File: config.mk
export PLATFORM = sky130hd
export DESIGN_NAME = pc_call_stack
export DESIGN_NICKNAME = d
export VERILOG_FILES = /design/src/rtl/pc_call_stack.sv
export SDC_FILE = /design/constraint.sdc
export NUM_CORES = 1
export LEC_CHECK = 0
export CAP_MARGIN = 0
export CORE_AREA = 2 2 115 117
export DETAILED_ROUTE_END_ITERATION = 8
export DIE_AREA = 0 0 117 119
export PLACE_DENSITY = 0.71
export RECOVER_POWER = 25
export SETUP_SLACK_MARGIN = 0.2
export SLEW_MARGIN = 30
export SYNTH_ARGS = -nofsm -noshare
export SYNTH_HDL_FRONTEND = slang
export SYNTH_SLANG_ARGS = --single-unit
File: constraint.sdc
create_clock -name clk -period 3.3 [get_ports clk]
set_input_delay 0.495 -clock clk [delete_from_list [all_inputs] [get_ports clk]]
set_output_delay 0.495 -clock clk [all_outputs]
set_load 0.02 [all_outputs]
File: src/rtl/pc_call_stack.sv
// pc_call_stack: Hack CPU program counter with stall enable, call/return and
// an on-chip return-address stack (RAS). out drives the instruction ROM address.
module pc_call_stack #(
    parameter  int WIDTH    = 15,
    parameter  int DEPTH    = 8,
    parameter  bit OVF_WRAP = 1'b0,
    localparam int DW       = $clog2(DEPTH + 1)
) (
    input  logic             clk,
    input  logic             reset,
    input  logic             en,
    input  logic             load,
    input  logic             call,
    input  logic             ret,
    input  logic [WIDTH-1:0] in,
    output logic [WIDTH-1:0] out,
    output logic [DW-1:0]    depth,
    output logic             full,
    output logic             empty,
    output logic             stack_err
);

    localparam int             PW      = $clog2(DEPTH);
    localparam logic [DW-1:0]  DEPTH_V = DW'(DEPTH);
    localparam logic [PW-1:0]  TOP_MAX = PW'(DEPTH - 1);

    logic [WIDTH-1:0] ras [DEPTH];
    logic [PW-1:0]    top;        // next free slot; top-1 is the most recent entry
    logic [DW-1:0]    cnt;
    logic [WIDTH-1:0] pc_inc;
    logic [PW-1:0]    ptr_up;
    logic [PW-1:0]    ptr_dn;
    logic             do_push;

    // Pointer arithmetic is modulo DEPTH, which need not be a power of two.
    always_comb begin
        pc_inc  = out + WIDTH'(1);
        ptr_up  = (top == TOP_MAX) ? '0 : top + PW'(1);
        ptr_dn  = (top == '0) ? TOP_MAX : top - PW'(1);
        depth   = cnt;
        full    = (cnt == DEPTH_V);
        empty   = (cnt == '0);
        // A tail call (ret&call) never touches the stack; a full stack only
        // accepts the push when it is allowed to overwrite the oldest entry.
        do_push = en && call && !ret && (!full || OVF_WRAP);
    end

    // RAS storage: contents are don't-care after reset, so no reset here.
    always_ff @(posedge clk) begin
        if (reset && do_push)
            ras[top] <= pc_inc;
    end

    // PC, stack pointer, depth and sticky error update.
    always_ff @(posedge clk) begin
        if (!reset) begin
            out       <= '0;
            top       <= '0;
            cnt       <= '0;
            stack_err <= 1'b0;
        end else if (en) begin
            if (ret && call) begin
                out <= in;
            end else if (ret) begin
                if (!empty) begin
                    out <= ras[ptr_dn];
                    top <= ptr_dn;
                    cnt <= cnt - DW'(1);
                end else begin
                    out       <= pc_inc;
                    stack_err <= 1'b1;
                end
            end else if (call) begin
                out <= in;
                if (!full) begin
                    top <= ptr_up;
                    cnt <= cnt + DW'(1);
                end else if (OVF_WRAP) begin
                    top <= ptr_up;  // overwrite oldest, depth stays at DEPTH
                end else begin
                    stack_err <= 1'b1;
                end
            end else if (load) begin
                out <= in;
            end else begin
                out <= pc_inc;
            end
        end
    end

endmodule

==> flow_summary.html, run 1 <==
<table>
<tr><th>Metric</th><th>Value</th></tr>
<tr><th colspan="2">Global routing</th></tr>
<tr><td>Overflow after GRT</td><td>0</td></tr>
<tr><td>Vias in the first global route</td><td>roughly 4500</td></tr>
<tr><td>Pin count of the biggest net entering global routing</td><td>34</td></tr>
<tr><td>Total routing resource utilization after global routing</td><td>roughly a quarter</td></tr>
<tr><td>Number of antenna violations at the first check in global routing</td><td>0</td></tr>
<tr><td>Global-route wire length before repair</td><td>26100 µm</td></tr>
<tr><th colspan="2">Synthesis</th></tr>
<tr><td>Flip-flop and latch count after synthesis</td><td>143</td></tr>
<tr><td>Synth cell count leaders</td><td>120 x edfxtp_1, 35 x nand2_1, 30 x nor2_1</td></tr>
<tr><td>Number of distinct library cells after synthesis</td><td>a little over 60</td></tr>
<tr><td>Synth top area cells</td><td>edfxtp_1 55%, dfxtp_1 7.1%, mux4_2 4.2%, mux2i_1 2.5%, o21ai_0 2.1%</td></tr>
<tr><td>Post-synthesis net count</td><td>530</td></tr>
<tr><td>Area share of the largest cell type after synthesis</td><td>between 50% and 60%</td></tr>
<tr><td>Dominant cell type by area after synthesis</td><td>edfxtp_1</td></tr>
<tr><td>Syn Area/Cell</td><td>about 13 µm²</td></tr>
<tr><td>Count of warnings emitted by yosys</td><td>0</td></tr>
<tr><td>Post-synth top flop</td><td>edfxtp_1</td></tr>
<tr><td>Post-synth EDFFs</td><td>120</td></tr>
<tr><td>Netlist area before placement</td><td>roughly 6500 µm²</td></tr>
<tr><td>Share of async-settable or async-resettable flops after synthesis</td><td>0%</td></tr>
<tr><td>Most frequent cell after synthesis</td><td>edfxtp_1</td></tr>
<tr><td>Count of mapped cells out of synthesis</td><td>about 500</td></tr>
<tr><td>Sequential fraction of the synthesis area</td><td>between 60% and 70%</td></tr>
<tr><th colspan="2">Place</th></tr>
<tr><td>Half-perimeter wire length after detailed placement</td><td>~12000 µm</td></tr>
<tr><td>Final RePlAce weighted congestion</td><td>0.918</td></tr>
<tr><td>Port buffer count</td><td>42</td></tr>
<tr><th colspan="2">Clock tree</th></tr>
<tr><td>Clock insertion delay at the later pin of the skew report</td><td>~0.43 ns</td></tr>
<tr><td>CTS Buffer Depth</td><td>2</td></tr>
<tr><td>Number of H-tree branching levels</td><td>4</td></tr>
<tr><td>CTS Sinks</td><td>143</td></tr>
<tr><td>TritonCTS clock tree</td><td>built</td></tr>
<tr><td>Count of hold buffers inserted by post-cts repair</td><td>0</td></tr>
<tr><td>CTS clock-pin slew for the worst setup and hold paths</td><td>around 0.06 ns</td></tr>
<tr><td>Clk Tree Root Cell</td><td>clkbuf_16</td></tr>
<tr><td>Postcts setup bufs</td><td>0</td></tr>
<tr><td>Num CTS Buffers</td><td>17</td></tr>
<tr><td>Gates resized, CTS repair</td><td>0</td></tr>
<tr><th colspan="2">Worst setup path</th></tr>
<tr><td>Reg2reg start</td><td>top[0]</td></tr>
<tr><td>End of the worst register-to-register path</td><td>out[0]</td></tr>
<tr><td>Worst setup EP type</td><td>flip-flop</td></tr>
<tr><td>Critical path origin</td><td>top[0]</td></tr>
<tr><td>Critical-path maximum fanout</td><td>21</td></tr>
<tr><td>Nature of the critical path startpoint</td><td>flip-flop</td></tr>
<tr><td>Depth of the most critical reg-to-reg path</td><td>9</td></tr>
<tr><td>Critical path arrival</td><td>~3.1 ns</td></tr>
<tr><td>Setup slack on the worst flop-to-flop path</td><td>~0.55 ns</td></tr>
<tr><td>Required time of the worst setup path</td><td>around 3.6 ns</td></tr>
<tr><td>Classification of the worst setup path</td><td>reg -&gt; reg</td></tr>
<tr><td>Capture point of the critical path</td><td>out[0]</td></tr>
<tr><th colspan="2">Cells and area</th></tr>
<tr><td>Synth-to-layout area growth</td><td>20.1%</td></tr>
<tr><td>Diode insertion count for antenna repair</td><td>0</td></tr>
<tr><td>Net count reported at finish</td><td>599</td></tr>
<tr><td>Fraction of layout instances using a drive strength above 1</td><td>between 10% and 20%</td></tr>
<tr><td>Final standard cell utilization of the core</td><td>between 60% and 70%</td></tr>
<tr><td>Filler cells</td><td>989</td></tr>
<tr><th colspan="2">Route</th></tr>
<tr><td>Via count of the routed design</td><td>4624</td></tr>
<tr><td>WL/cell</td><td>around 23 µm</td></tr>
<tr><td>Total wire length after detailed routing</td><td>17200 µm</td></tr>
<tr><td>Initial drt markers</td><td>528</td></tr>
<tr><td>Number of vias per cell</td><td>6.11</td></tr>
<tr><td>Remaining number of nets flagged by the antenna check after routing</td><td>0</td></tr>
<tr><td>Number of search-and-repair iterations in the first detailed-routing pass</td><td>5</td></tr>
<tr><td>Remaining DRCs</td><td>0</td></tr>
<tr><th colspan="2">Timing</th></tr>
<tr><td>Setup repair after global routing missed its margin</td><td>false</td></tr>
<tr><td>Final-report hold violation count</td><td>0</td></tr>
<tr><td>Achievable Freq</td><td>between 0.3 and 0.4 GHz</td></tr>
<tr><td>Count of pins over their slew limit</td><td>0</td></tr>
<tr><td>Final Critical Period</td><td>between 2 and 3 ns</td></tr>
<tr><td>Setup total negative slack</td><td>0 ns</td></tr>
<tr><td>Relative slew slack</td><td>~28%</td></tr>
<tr><td>Number of failing setup endpoints in the final timing report</td><td>0</td></tr>
<tr><td>Worst Max-Slew Pin Slew</td><td>roughly 1.1 ns</td></tr>
<tr><td>Worst-case clock skew</td><td>between 0.009 and 0.01 ns</td></tr>
<tr><td>Final cycle utilization of the critical path</td><td>between 80% and 90%</td></tr>
<tr><th colspan="2">Die</th></tr>
<tr><td>Die width</td><td>between 100 and 150 µm</td></tr>
<tr><td>Top-level port count</td><td>43</td></tr>
<tr><td>Effective utilization at floorplan</td><td>50.6%</td></tr>
<tr><td>Height of the chip</td><td>119 µm</td></tr>
<tr><td>CORE AREA</td><td>12900 µm²</td></tr>
<tr><td>Std cell rows</td><td>42</td></tr>
<tr><td>Die Footprint</td><td>13900 µm²</td></tr>
<tr><th colspan="2">Outcome</th></tr>
<tr><td>Outcome</td><td>finished, final reports clean</td></tr>
<tr><th colspan="2">Pwr</th></tr>
<tr><td>Pwr/cell area</td><td>approximately 590 nW/µm²</td></tr>
<tr><td>Largest vdd supply drop</td><td>approximately 0.00033 V</td></tr>
<tr><td>Leak pwr</td><td>0.00266 µW</td></tr>
<tr><th colspan="2">Min path</th></tr>
<tr><td>Hold WC Path Type</td><td>reg -&gt; reg</td></tr>
<tr><th colspan="2">Flow run</th></tr>
<tr><td>Number of max-cap violations</td><td>0</td></tr>
</table>
-- sequential cells by signal, summed over array words and instances, names as in the netlist --
register / cells
top: 3
out: 15
depth: 4
stack_err: 1
ras: 120
-- worst max-delay path, cell delays in order (launching register included) --
cell       delay (ns)
dfxtp_1          0.32
inv_1            0.19
ha_1             0.19
ha_1             0.20
buf_4            0.26
nand2b_1         0.53
nor2_1           0.24
a22o_1           0.27
a2111oi_2        0.33
o21ai_1          0.09
-- worst min path at each step --
| stage | startpoint | slack [ns] | cells after the start | end |
|---|---|---|---|---|
| 3_3_place_gp | stack_err | 0.46 | 1 | stack_err |
| 6_report | stack_err | 0.47 | 1 | stack_err |
| 3_5_place_dp | stack_err | 0.46 | 1 | stack_err |
| 5_1_grt | stack_err | 0.50 | 1 | stack_err |
| 4_1_cts | stack_err | 0.47 | 1 | stack_err |
| 2_1_floorplan | top[1] | 0.56 | 2 | top[1] |
-- layer usage --
metal	vias to the layer above	part of all wire (%)	global-route usage [%]
li1	2081	-	-
met1	2262	44	38.1
met2	234	45	37.4
met3	47	7.8	6.87
met4	0	3.0	11.0
met5	-	0	0
-- cells by family after synthesis --
| logic type | after synthesis | synth area share [%] |
|---|---|---|
| flip-flops | 143 | 62.4 |
| AND/OR/NAND/NOR | 137 | 10.6 |
| AO/OA/AOI/OAI | 122 | 13.1 |
| buffers and inverters | 41 | 2.75 |
| multiplexers | 31 | 7.13 |
| XOR/XNOR | 15 | 2.02 |
| adder cells (fa/ha/maj) | 10 | 2.04 |
-- area by class of cell --
class | count | area, µm² | share of cell area [%]
Sequential cell | 143 | 4060 | 52.0
Multi-Input combinational cell | 315 | 2280 | 29.1
Timing Repair Buffer | 75 | 653 | 8.35
Clock buffer | 18 | 429 | 5.49
Tap cell | 176 | 220 | 2.82
Clock inverter | 14 | 116 | 1.49
Inverter | 16 | 60.1 | 0.768
-- where the power goes --
part / switching (µW) / total (µW) / internal (µW)
combinational: 468 / 779 / 311
clock: 734 / 1760 / 1030
sequential: 56.0 / 2090 / 2030
-- cells in the final DEF (no fill, tap or decap), types with 8 or more instances in the layout --
master           count
edfxtp_1           120
nor2_1              30
mux4_2              12
inv_1               14
clkdlybuf4s50_1     36
mux2i_1             16
clkbuf_16           17
o21ai_0             27
o221ai_1             9
buf_4               29
a31oi_1              8
nor2b_1              9
dfxtp_1             23
nand2_1             35
ha_1                 9
nand2b_1             8
xnor2_1             10
a21oi_1             25
nor3_1              19
-- per-stage QoR --
| stage | cell area (µm²) | power (µW) | hold WS (ns) | instances | setup WS [ns] |
|---|---|---|---|---|---|
| floorplan | 6510 | 2580 | 0.559 | 499 | 0.479 |
| global placement | 7290 | 2880 | 0.455 | 725 | 0.492 |
| detailed placement | 7290 | 2890 | 0.459 | 725 | 0.454 |
| CTS | 7840 | 4650 | 0.474 | 757 | 0.571 |
| global route | 7820 | 4790 | 0.499 | 757 | 0.386 |
| finish | 7820 | 4630 | 0.468 | 757 | 0.549 |
(Power assumes the default switching activity.)
==> inputs of run 2 (changes only) <==
Settings changed: PLACE_DENSITY 0.71 to 0.74.
Clock period 3.3 ns to 2.3 ns, I/O delays scaled along.
==> run 2 against run 1 <==
Effect of this change:
- cell count grew 7.1%
- utilization grew 5.5 points
- non-clock buffer count grew 54
- register-to-register slack lost 0.43 ns
- die area is the same
- combinational power grew 81%
- wire length grew 8.4%
- clock power grew 36%
- sequential share of layout area shrank 4.1 points
==> flow_summary.html, run 2 (synthesis results as in run 1) <==
<table>
<tr><th>Metric</th><th>Value</th></tr>
<tr><th colspan="2">Timing</th></tr>
<tr><td>Relative slew slack</td><td>52.1% (was 27.9%)</td></tr>
<tr><td>Final cycle utilization of the critical path</td><td>94.7% (was 83.4%)</td></tr>
<tr><td>Count of pins over their slew limit</td><td>0 (unchanged)</td></tr>
<tr><td>Worst-case clock skew</td><td>0.0116 ns (was 0.00940 ns)</td></tr>
<tr><td>Worst setup margin</td><td>0.121 ns (was 0.549 ns)</td></tr>
<tr><td>Achievable Freq</td><td>0.459 GHz (was 0.363 GHz)</td></tr>
<tr><td>Final Critical Period</td><td>2.18 ns (was 2.75 ns)</td></tr>
<tr><td>Final-report hold violation count</td><td>0 (unchanged)</td></tr>
<tr><td>Hold slack final</td><td>0.464 ns (was 0.468 ns)</td></tr>
<tr><td>Worst Max-Slew Pin Slew</td><td>0.715 ns (was 1.08 ns)</td></tr>
<tr><td>Number of failing setup endpoints in the final timing report</td><td>0 (unchanged)</td></tr>
<tr><td>Setup repair after global routing missed its margin</td><td>true (was false)</td></tr>
<tr><th colspan="2">Worst setup path</th></tr>
<tr><td>Buf/Inv on CP</td><td>2 (unchanged)</td></tr>
<tr><td>Classification of the worst setup path</td><td>reg -&gt; reg (unchanged)</td></tr>
<tr><td>Nature of the critical path startpoint</td><td>flip-flop (unchanged)</td></tr>
<tr><td>Critical-path maximum fanout</td><td>9 (was 21)</td></tr>
<tr><td>Cell family with the largest share of critical-path delay</td><td>simple AND/OR/NAND/NOR gates (unchanged)</td></tr>
<tr><td>Maximum single-stage delay on the critical path</td><td>0.38 ns (was 0.53 ns)</td></tr>
<tr><td>Slowest stage cell on the critical path</td><td>nor3_1 (was nand2b_1)</td></tr>
<tr><td>Required time of the worst setup path</td><td>2.62 ns (was 3.61 ns)</td></tr>
<tr><td>Depth of the most critical reg-to-reg path</td><td>7 (was 9)</td></tr>
<tr><td>Worst setup EP type</td><td>flip-flop (unchanged)</td></tr>
<tr><td>Setup slack on the worst flop-to-flop path</td><td>0.12 ns (was 0.55 ns)</td></tr>
<tr><td>Critical path arrival</td><td>2.49 ns (was 3.06 ns)</td></tr>
<tr><td>Reg2reg start</td><td>out[0] (was top[0])</td></tr>
<tr><td>End of the worst register-to-register path</td><td>out[11] (was out[0])</td></tr>
<tr><td>Worst path cell trace</td><td>clkbuf_1, nand4_1, nor3_1, nand2_1, xnor2_1, clkbuf_1, a211o_1 (was inv_1, ha_1, ha_1, buf_4, nand2b_1, nor2_1, a22o_1, a2111oi_2, o21ai_1)</td></tr>
<tr><td>Critical Path Most Common Cell</td><td>clkbuf_1 (was ha_1)</td></tr>
<tr><th colspan="2">Cells and area</th></tr>
<tr><td>Net count reported at finish</td><td>653 (was 599)</td></tr>
<tr><td>Leading cell type in the layout, fill and taps excluded</td><td>edfxtp_1 (unchanged)</td></tr>
<tr><td>Filler cells</td><td>921 (was 989)</td></tr>
<tr><td>Max FFs per register</td><td>120 (unchanged)</td></tr>
<tr><td>Register ranked first by flip-flop count</td><td>ras (unchanged)</td></tr>
<tr><td>Synth-to-layout area growth</td><td>31.0% (was 20.1%)</td></tr>
<tr><td>Sequential cell area</td><td>4080 µm² (was 4060 µm²)</td></tr>
<tr><td>Fraction of layout instances using a drive strength above 1</td><td>26.1% (was 14.6%)</td></tr>
<tr><td>Commonest cells after routing, fill and taps aside</td><td>120 x edfxtp_1, 64 x buf_4, 39 x clkdlybuf4s50_1 (was 120 x edfxtp_1, 36 x clkdlybuf4s50_1, 35 x nand2_1)</td></tr>
<tr><td>Diode insertion count for antenna repair</td><td>0 (unchanged)</td></tr>
<tr><td>Combined area of the multi-input logic cells</td><td>2480 µm² (was 2280 µm²)</td></tr>
<tr><th colspan="2">Clock tree</th></tr>
<tr><td>Number of H-tree branching levels</td><td>4 (unchanged)</td></tr>
<tr><td>Num CTS Buffers</td><td>17 (unchanged)</td></tr>
<tr><td>CTS Sinks</td><td>143 (unchanged)</td></tr>
<tr><td>Clk Tree Root Cell</td><td>clkbuf_16 (unchanged)</td></tr>
<tr><td>CTS clock-pin slew for the worst setup and hold paths</td><td>0.06 ns (about the same)</td></tr>
<tr><td>Clock insertion delay at the later pin of the skew report</td><td>0.43 ns (about the same)</td></tr>
<tr><td>TritonCTS clock tree</td><td>built (unchanged)</td></tr>
<tr><td>Count of hold buffers inserted by post-cts repair</td><td>0 (unchanged)</td></tr>
<tr><td>CTS Buffer Depth</td><td>2 (unchanged)</td></tr>
<tr><th colspan="2">Global routing</th></tr>
<tr><td>Highest-utilization routing layer at the global route stage</td><td>met2 (was met1)</td></tr>
<tr><td>Number of antenna violations at the first check in global routing</td><td>0 (unchanged)</td></tr>
<tr><td>Pin count of the biggest net entering global routing</td><td>33 (was 34)</td></tr>
<tr><td>GR met3 Demand/Resource</td><td>6.72% (was 6.87%)</td></tr>
<tr><td>Vias in the first global route</td><td>4992 (was 4494)</td></tr>
<tr><td>Total routing resource utilization after global routing</td><td>27.3% (was 26.2%)</td></tr>
<tr><td>Overflow after GRT</td><td>0 (unchanged)</td></tr>
<tr><td>GR Util met1</td><td>36.5% (was 38.1%)</td></tr>
<tr><td>Global-route wire length before repair</td><td>27600 µm (was 26100 µm)</td></tr>
<tr><td>Global Route met2 Usage</td><td>42.7% (was 37.4%)</td></tr>
<tr><th colspan="2">Place</th></tr>
<tr><td>Half-perimeter wire length after detailed placement</td><td>12500 µm (was 12100 µm)</td></tr>
<tr><td>Final RePlAce weighted congestion</td><td>0.941 (was 0.918)</td></tr>
<tr><td>Placement-stage worst setup slack</td><td>-0.0890 ns (was 0.454 ns)</td></tr>
<tr><td>Port buffer count</td><td>42 (unchanged)</td></tr>
<tr><th colspan="2">Die</th></tr>
<tr><td>Top-level port count</td><td>43 (unchanged)</td></tr>
<tr><td>Die Footprint</td><td>13900 µm² (unchanged)</td></tr>
<tr><td>Effective utilization at floorplan</td><td>50.6% (unchanged)</td></tr>
<tr><td>Die width</td><td>117 µm (unchanged)</td></tr>
<tr><td>Height of the chip</td><td>119 µm (unchanged)</td></tr>
<tr><td>CORE AREA</td><td>12900 µm² (unchanged)</td></tr>
<tr><td>Std cell rows</td><td>42 (unchanged)</td></tr>
<tr><th colspan="2">Min path</th></tr>
<tr><td>Hold WC Path Type</td><td>reg -&gt; reg (unchanged)</td></tr>
<tr><td>Number of cells on the worst hold path</td><td>1 (unchanged)</td></tr>
<tr><td>Capture endpoint of the worst hold path</td><td>stack_err (unchanged)</td></tr>
<tr><td>Worst min-delay path startpoint</td><td>stack_err (unchanged)</td></tr>
<tr><th colspan="2">Pwr</th></tr>
<tr><td>Pwr/cell area</td><td>796 nW/µm² (was 592 nW/µm²)</td></tr>
<tr><td>Leak pwr</td><td>0.00298 µW (was 0.00266 µW)</td></tr>
<tr><td>Largest vdd supply drop</td><td>0.000561 V (was 0.000327 V)</td></tr>
<tr><th colspan="2">Route</th></tr>
<tr><td>Initial drt markers</td><td>531 (was 528)</td></tr>
<tr><td>Number of search-and-repair iterations in the first detailed-routing pass</td><td>5 (unchanged)</td></tr>
<tr><td>Via count of the routed design</td><td>5052 (was 4624)</td></tr>
<tr><td>WL/cell</td><td>22.9 µm (was 22.7 µm)</td></tr>
<tr><td>Total wire length after detailed routing</td><td>18600 µm (was 17200 µm)</td></tr>
<tr><td>Number of vias per cell</td><td>6.23 (was 6.11)</td></tr>
<tr><td>Remaining DRCs</td><td>0 (unchanged)</td></tr>
<tr><td>Remaining number of nets flagged by the antenna check after routing</td><td>0 (unchanged)</td></tr>
<tr><th colspan="2">Flow run</th></tr>
<tr><td>Number of max-cap violations</td><td>0 (unchanged)</td></tr>
<tr><th colspan="2">Outcome</th></tr>
<tr><td>Outcome</td><td>finished, final reports clean (unchanged)</td></tr>
</table>
[run 2: changes by cell type in the layout (fill, tap and decap cells not counted), moves of 6 or more]
cell	change
clkbuf_1	+12
buf_12	+9
o21ai_0	-7
nor2_1	-8
buf_4	+35
o21ai_1	+6
dfxtp_1	-6
nor2_2	+8
[run 2: report_power, final]
part	switching [µW]	internal, µW	leakage, µW
registers	59.7	2910	0.00129
clock network	976	1430	0.000252
logic	787	627	0.00144
[run 2: routing by layer]
| layer | vias up | share of wire, % |
|---|---|---|
| li1 | 2198 | - |
| met1 | 2490 | 39 |
| met2 | 314 | 50 |
| met3 | 50 | 9.1 |
| met4 | 0 | 2.4 |
| met5 | - | 0 |
[run 2: cell type report]
class / count / share of cell area, %
multi-input combinational: 315 / 29.1
clock buffer: 26 / 5.62
clock inverter: 6 / 0.425
sequential: 143 / 47.9
timing repair buffer: 129 / 13.7
tap: 176 / 2.58
inverter: 16 / 0.734
[run 2: how the worst max path moves through the flow]
stage	start	to	slack [ns]	cells after the start
finish	out[0]	out[11]	0.12	7
global route	out[1]	out[12]	0.05	7
CTS	top[0]	out[0]	0.14	9
detailed placement	ret	out[9]	-0.09	7
global placement	ret	out[9]	-0.11	7
floorplan	top[1]	out[0]	0.21	9
[run 2: timing repair]
| item | CTS | global route |
|---|---|---|
| setup endpoints to repair | 14 | 69 |
| setup buffers | 7 | 7 |
| resized for setup | 14 | 39 |
| pin swaps | 1 | 9 |
[run 2: worst register-to-register path, cell delays in order, from the launching register on]
cell      delay (ns)
dfxtp_1         0.34
clkbuf_1        0.30
nand4_1         0.23
nor3_1          0.38
nand2_1         0.12
xnor2_1         0.14
clkbuf_1        0.25
a211o_1         0.32
[run 2: per-stage QoR]
step	TNS (ns)	cells	power (µW)	cell area (µm²)	util [%]
2_1_floorplan	0	499	3720	6600	-
3_3_place_gp	-0.113	765	4230	7740	60.1
3_5_place_dp	-0.0890	765	4250	7740	60.1
4_1_cts	0	804	6680	8360	64.9
5_1_grt	0	811	7000	8530	66.2
6_report	0	811	6790	8530	66.2
